**src/rtl/instr_mem_loader.sv**
```systemverilog
// Byte-addressed instruction memory with a hardware clear sequence, a
// valid/ready byte-stream load port and a registered, fault-reporting fetch
// port. Instructions are big-endian: the lowest-addressed byte is the MSB.
module instr_mem_loader #(
    parameter int ADDR_W      = 16,
    parameter int DEPTH_BYTES = 256,
    parameter int INSTR_BYTES = 2
) (
    input  logic                     clk,
    input  logic                     rst,
    input  logic                     fetch_en,
    input  logic [ADDR_W-1:0]        fetch_addr,
    output logic [8*INSTR_BYTES-1:0] instr,
    output logic                     instr_valid,
    output logic [1:0]               fetch_fault,
    output logic                     mem_ready,
    input  logic                     load_start,
    input  logic [ADDR_W-1:0]        load_base,
    input  logic                     load_valid,
    input  logic [7:0]               load_data,
    output logic                     load_ready,
    input  logic                     load_done,
    output logic                     load_overflow
);

    localparam int IW    = 8 * INSTR_BYTES;
    localparam int IDX_W = (DEPTH_BYTES > 1) ? $clog2(DEPTH_BYTES) : 1;

    // Pointer arithmetic is one bit wider than the address so that
    // "address + size" and the saturated load pointer never wrap.
    localparam logic [ADDR_W:0] DEPTH_L = (ADDR_W+1)'(DEPTH_BYTES);
    localparam logic [ADDR_W:0] STEP_L  = (ADDR_W+1)'(INSTR_BYTES);
    localparam logic [ADDR_W:0] LAST_L  = (ADDR_W+1)'(DEPTH_BYTES - INSTR_BYTES);

    typedef enum logic [1:0] {
        S_CLEAR,
        S_RUN,
        S_LOAD
    } state_t;

    state_t          state, state_nxt;
    logic [ADDR_W:0] clear_ptr;
    logic [ADDR_W:0] load_ptr;
    logic [7:0]      mem [DEPTH_BYTES];

    logic            load_xfer;
    logic            load_in_range;
    logic            fetch_go;
    logic [ADDR_W:0] fetch_end;
    logic            f_mis;
    logic            f_oor;
    logic [IW-1:0]   rd_word;

    assign mem_ready     = (state == S_RUN);
    assign load_ready    = (state == S_LOAD);
    assign load_xfer     = load_ready && load_valid;
    assign load_in_range = (load_ptr < DEPTH_L);
    assign fetch_go      = mem_ready && fetch_en;

    assign fetch_end = {1'b0, fetch_addr} + STEP_L;
    assign f_mis     = (fetch_addr % ADDR_W'(INSTR_BYTES)) != '0;
    assign f_oor     = (fetch_end > DEPTH_L);

    // Assemble the big-endian instruction word starting at fetch_addr.
    always_comb begin
        // NOTE: every always_comb output gets a default first so no path can infer a latch.
        rd_word = '0;
        for (int b = 0; b < INSTR_BYTES; b++) begin
            rd_word[IW-1-8*b -: 8] = mem[IDX_W'(fetch_addr[IDX_W-1:0] + IDX_W'(b))];
        end
    end

    // State register.
    always_ff @(posedge clk or negedge rst) begin
        if (!rst) begin
            state <= S_CLEAR;
        end else begin
            // NOTE: sequential state uses non-blocking assignments so every flop samples pre-edge values.
            state <= state_nxt;
        end
    end

    // Next-state logic: clear walks the whole array once, load runs until load_done.
    always_comb begin
        state_nxt = state;
        case (state)
            S_CLEAR: if (clear_ptr == LAST_L) state_nxt = S_RUN;
            S_RUN:   if (load_start)          state_nxt = S_LOAD;
            S_LOAD:  if (load_done)           state_nxt = S_RUN;
            default:                          state_nxt = S_CLEAR;
        endcase
    end

    // Pointers, overflow flag and the registered fetch result.
    always_ff @(posedge clk or negedge rst) begin
        if (!rst) begin
            clear_ptr     <= '0;
            load_ptr      <= '0;
            load_overflow <= 1'b0;
            instr         <= '0;
            fetch_fault   <= '0;
            instr_valid   <= 1'b0;
        end else begin
            instr_valid <= fetch_go;
            if (fetch_go) begin
                fetch_fault <= {f_oor, f_mis};
                instr       <= (f_oor || f_mis) ? '0 : rd_word;
            end
            case (state)
                S_CLEAR: clear_ptr <= clear_ptr + STEP_L;
                S_RUN: begin
                    if (load_start) begin
                        load_ptr      <= {1'b0, load_base};
                        load_overflow <= 1'b0;
                    end
                end
                S_LOAD: begin
                    if (load_xfer) begin
                        if (load_in_range) load_ptr      <= load_ptr + 1'b1;
                        else               load_overflow <= 1'b1;
                    end
                end
                default: ;
            endcase
        end
    end

    // Memory write port: zero fill during CLEAR, byte stream during LOAD.
    // NOTE: the array has no reset; the CLEAR sequence initialises it so it maps onto plain RAM.
    always_ff @(posedge clk) begin
        if (state == S_CLEAR) begin
            for (int b = 0; b < INSTR_BYTES; b++) begin
                mem[IDX_W'(clear_ptr[IDX_W-1:0] + IDX_W'(b))] <= 8'h00;
            end
        end else if (load_xfer && load_in_range) begin
            mem[load_ptr[IDX_W-1:0]] <= load_data;
        end
    end

endmodule
```
**config.mk**
```make
export PLATFORM = sky130hd
export DESIGN_NAME = instr_mem_loader
export DESIGN_NICKNAME = d
export VERILOG_FILES = /design/src/rtl/instr_mem_loader.sv
export SDC_FILE = /design/constraint.sdc
export NUM_CORES = 2
export LEC_CHECK = 0
export BUFFER_PORTS_ARGS = -buffer_cell sky130_fd_sc_hd__buf_4
export CORE_MARGIN = 2
export CORE_UTILIZATION = 35
export DETAILED_ROUTE_END_ITERATION = 8
export MAX_ROUTING_LAYER = met4
export PLACE_DENSITY = 0.6
export SLEW_MARGIN = 20
export SYNTH_ARGS = -nofsm -noshare
export SYNTH_HDL_FRONTEND = slang
export SYNTH_SLANG_ARGS = --single-unit
```
**constraint.sdc**
```tcl
create_clock -name clk -period 4.6 [get_ports clk]
set_input_delay 0.23 -clock clk [delete_from_list [all_inputs] [get_ports clk]]
set_output_delay 0.23 -clock clk [all_outputs]
set_load 0.05 [all_outputs]
```
# After elaboration in Yosys (flattened, before gate mapping)
# Memories as Yosys holds them, arrays and structs flattened.
# Cells that the tools add are included.
[word_totals] wordCells=55 output_inout_bits=22 ramBits=2048 romBits=0 n_memories=1 latchBits=0 ff_bits=56
[memory_table] memory="mem" words=256 word_bits=8 read_ports=2 rd_ports_with_merged_regs=0 wr=2 line="44" text="logic [7:0] mem [DEPTH_BYTES];"
[op_classes] mux=21 magnitude_cmp=2 n_div=0 shifts=0 reduce_logical=10 n_bitwise=0 eq_ne=9 n_addsub=5 multipliers=0
[ops] operator="2-to-1 mux 17 bit" n=3
[ops] operator="case mux 17 bit (2 select lines)" n=1
[ops] operator="adder 16 x 2 -> 17 bit, second input constant" n=1
[ops] operator="adder 17 x 1 -> 17 bit, second input constant" n=1
[ops] operator="adder 17 x 2 -> 17 bit, second input constant" n=1
[ops] operator="equality test 17 x 8 -> 1 bit, second input constant" n=1
[ops] operator="greater-than comparator 17 x 9 -> 1 bit, second input constant" n=1
[ops] operator="< comparator 17 x 9 -> 1 bit, second input constant" n=1
[ops] operator="adder 8 x 1 -> 8 bit, second input constant" n=2
[ops] operator="2-to-1 mux 16 bit" n=1
[ops] operator="2-to-1 mux 8 bit" n=2
[ops] operator="2-to-1 mux 1 bit" n=9
[ops] operator="inequality test 2 x 1 -> 1 bit, second input constant" n=4
[ops] operator="AND reduction 4 bit" n=2
[ops] operator="OR reduction 8 bit" n=1
[ops] operator="2-to-1 mux 2 bit" n=3
[ops] operator="case mux 2 bit (3 select lines)" n=1
[ops] operator="inequality test 2 bit, second input constant" n=2
[ops] operator="logical AND 1 bit" n=3
[ops] operator="AND reduction 3 bit" n=1
[ops] operator="equality test 2 x 1 -> 1 bit, second input constant" n=1
[ops] operator="equality test 2 bit, second input constant" n=1
[ops] operator="logical NOT 2 bit" n=1
[ops] operator="case mux 1 bit (2 select lines)" n=1
[ops] operator="other kinds (2)" n=2

# Depth between registers and ports, before layout
[depth] word_depth=8 depth_mapped=20

# Worst setup path before layout
# OpenSTA, ideal clock, no wires.
[synth_path] kind="register to register" from="reg load_ptr[9]" to="mem mem[0][7], data pin" setup_time_ps=641 required_ps=3959 path_stages_with_launch=8 n_path_buf=4 t_arrival_ps=3907 slack_ps=52 path_cell_list="dfrtp_1 > nor4_1 > and4b_1 > buf_2 > clkbuf_1 > and2_1 > clkbuf_1 > clkbuf_1"
[synth_rtl] element="start: declaration" line="43" text="logic [ADDR_W:0] load_ptr;"
[synth_rtl] element="start signal: assignment" line="113" text="load_ptr <= {1'b0, load_base};"
[synth_rtl] element="start signal: assignment" line="119" text="if (load_in_range) load_ptr <= load_ptr + 1'b1;"
[synth_rtl] element="end: declaration" line="44"

==> results.txt <==
Status = completed
# setup viols final = 0
Routability cong. = 1.07
Post-Synthesis Cells = 9005
Vias in the first global route = 81300
Synth Flop Type = edfxtp_1
DR WL/cell = 33.4 µm
RSZ-0062 raised after global routing = false
Startpoint class of the critical path = register
Crit path required time = 5110 ps
Commonest non-fill, non-tap cell in the layout = nand2_1
Die Wd = 551 µm
Placed insts = 12800
Number of fillers in the final layout = 27800
Area grow syn2layout = 14.5%
Clock skew = 79.0 ps
Flops & latches, synth = 2103
Root cell of the clock tree = clkbuf_16
Vias = 86200
Critical path class = reg -> reg
Sequential area share after synthesis = 50.2%
RR Endpoint = mem[184][6]$_DFFE_PP_
Post-synth EDFFs = 1024
Post-synth cell types = 79
Fin nets = 9117
Min-delay worst type = in -> async
Syn_nets = 9056
Biggest cell delay along the critical path = 1060 ps
Mapped Avg Cell Area = 11.6 µm²
Total wire length = 442000 µm
Rows = 200
Fin Setup TNS = 0 ps
Fin crit period = 4140 ps
Final Power = 47900 µW
Mapped Area = 0.105 mm²
DP Wirelength = 300000 µm
Highest-count cells in the layout ignoring fill and taps = 1448 x nand2_1, 1024 x edfxtp_1, 1024 x dfxtp_1
Least-Margin Pin Slew = 1240 ps
Crit path max fanout = 10
1st-pass router iterations = 8
FF-to-FF path depth = 5
Total grt overflow = 0
R2R Path Start = load_ptr[9]$_DFFE_PN0P_
Share of cells above drive strength 1 = 22.0%
Starting Density = 35.2%
Clock Path Buffers = 3
CP Cell Sequence = nor4_1 -> nand4b_1 -> o21ai_0 -> nand2_2 -> nor2_1
Clk slew on worst S/H paths = 60 ps
Core Region = 0.297 mm²
CTS tree = yes
Post-CTS Setup Bufs = 0
First-pass GRT wire length = 620000 µm
Initial DRC Count = 13800
Slowest library cell on the worst path = nor2_1
Port Buffers = 67
CP arrival = 4650 ps
Clock sinks = 2103
Clock latency on the worst-skew pair = 930 ps
Post-detailed-route count of antenna-violating nets = 0
Fin cells = 13200
Max-Cap Viols = 0
Initial antenna violation count = 43
VDD IR max = 0.511 mV
Final hold violation count = 0
Via density = 6.51
Synth async-reset ratio = 2.62%
Relative max-transition margin = 17.4%
Flop2flop setup slack = 460 ps
Hold WS = 41.9 ps
Critical Path Sink Type = register
H-tree depth = 4
Pin count of the biggest net entering global routing = 126
Total CTS buffers = 224
DIE AREA = 0.304 mm²
Slew Limit Fails = 0
Pwr/cell area = 400 mW/mm²
Max frequency = 241 MHz
Die Y = 551 µm
Leak = 0.0382 µW
DRC viols = 0
Final worst-path cycle share = 90.0%
GR Util All Layers = 29.2%
Ys Warns = 0
Ports = 68
## cell usage after synthesis, types with 28 or more instances
master	instances	area, µm²
edfxtp_1	1024	30700
a21oi_1	1021	5110
nand4_1	30	188
o21ai_0	466	2330
clkbuf_1	442	1660
a32oi_1	38	333
a221oi_1	30	263
buf_2	178	891
mux2i_1	258	2580
o22ai_1	59	369
nor3_1	34	170
dfxtp_1	1024	20500
buf_4	109	818
o211ai_1	38	285
dfrtp_1	55	1380
nor2_1	477	1790
a22o_1	39	342
mux2_2	44	495
nand3_1	709	3550
nand2_1	1477	5540
a22oi_1	114	856
and2_1	38	238
mux4_2	965	21700
a221o_1	29	290
a211oi_1	28	210
## power by group
| part | total, µW | internal (µW) | switching [µW] |
|---|---|---|---|
| Combinational | 8520 | 2360 | 6160 |
| Sequential | 20400 | 20000 | 406 |
| Clock | 19000 | 10800 | 8150 |
## critical path, delay by kind of cell, from the launching register on
family	cells	cell delay [ps]
and+or+nand+nor	4	2760
DFF	1	400
AOI/OAI and AO/OA	1	580
## flip-flops by register name (all words and copies together), names as in the netlist
register and cells:
state 2, instr_valid 1, mem 2048, fetch_fault 2, clear_ptr 16, load_overflow 1, instr 16, load_ptr 17
## how the worst max path moves through the flow
stage	startpoint	endpoint	slack, ps	cells past startpoint
2_1_floorplan	load_ptr[9]$_DFFE_PN0P_	mem[0][7]$_DFFE_PP_	50	7
3_3_place_gp	fetch_addr[1]	instr[14]$_DFFE_PN0P_	210	8
3_5_place_dp	fetch_addr[1]	instr[14]$_DFFE_PN0P_	270	8
4_1_cts	load_ptr[8]$_DFFE_PN0P_	mem[184][0]$_DFFE_PP_	620	5
5_1_grt	load_ptr[8]$_DFFE_PN0P_	mem[195][2]$_SDFFE_PP0P_	290	10
6_report	load_ptr[9]$_DFFE_PN0P_	mem[184][6]$_DFFE_PP_	460	5
## logic make-up (layout without fill, tap and decap cells)
group / count (synthesis) / after routing / synth area share (%)
XOR/XNOR: 22 / 22 / 0.191
buffers and inverters: 768 / 1030 / 3.41
multiplexers: 1267 / 1267 / 23.7
AO/OA/AOI/OAI: 1963 / 1963 / 10.7
AND/OR/NAND/NOR: 2877 / 2877 / 11.7
flip-flops: 2103 / 2103 / 50.2
adder cells (fa/ha/maj): 5 / 5 / 0.0597
other: 0 / 32 / 0
## metrics by stage
| step | setup WS (ps) | cell area, µm² | util (%) |
|---|---|---|---|
| global placement | 206 | 112000 | 37.6 |
| detailed placement | 271 | 112000 | 37.6 |
| finish | 459 | 120000 | 40.3 |
| floorplan | 51.7 | 105000 | - |
| global route | 291 | 120000 | 40.3 |
| CTS | 622 | 120000 | 40.3 |
## repair_timing
action / CTS / global route
hold endpoints to repair: 122 / 0
resized for setup: 0 / 0
hold buffers: 27 / 0
## area by class of cell
type,instances,area (µm²),share of cell area (%)
multi-input cells,6134,48900,40.8
flip-flops and latches,2103,52600,43.9
well taps,3939,4930,4.11
clock inverters,96,1050,0.874
clock buffers,331,6620,5.52
inverters,11,46.3,0.0386
repair buffers,592,5670,4.72
diodes,32,80.1,0.0668
## metal layers
metal | part of all wire (%) | track usage (%) | vias to the layer above
li1 | - | - | 34600
met1 | 36 | 36.1 | 43600
met2 | 44 | 42.5 | 6730
met3 | 14 | 9.08 | 1280
met4 | 6.6 | 16.0 | 0
met5 | 0 | - | -
(Power assumes the default switching activity.)
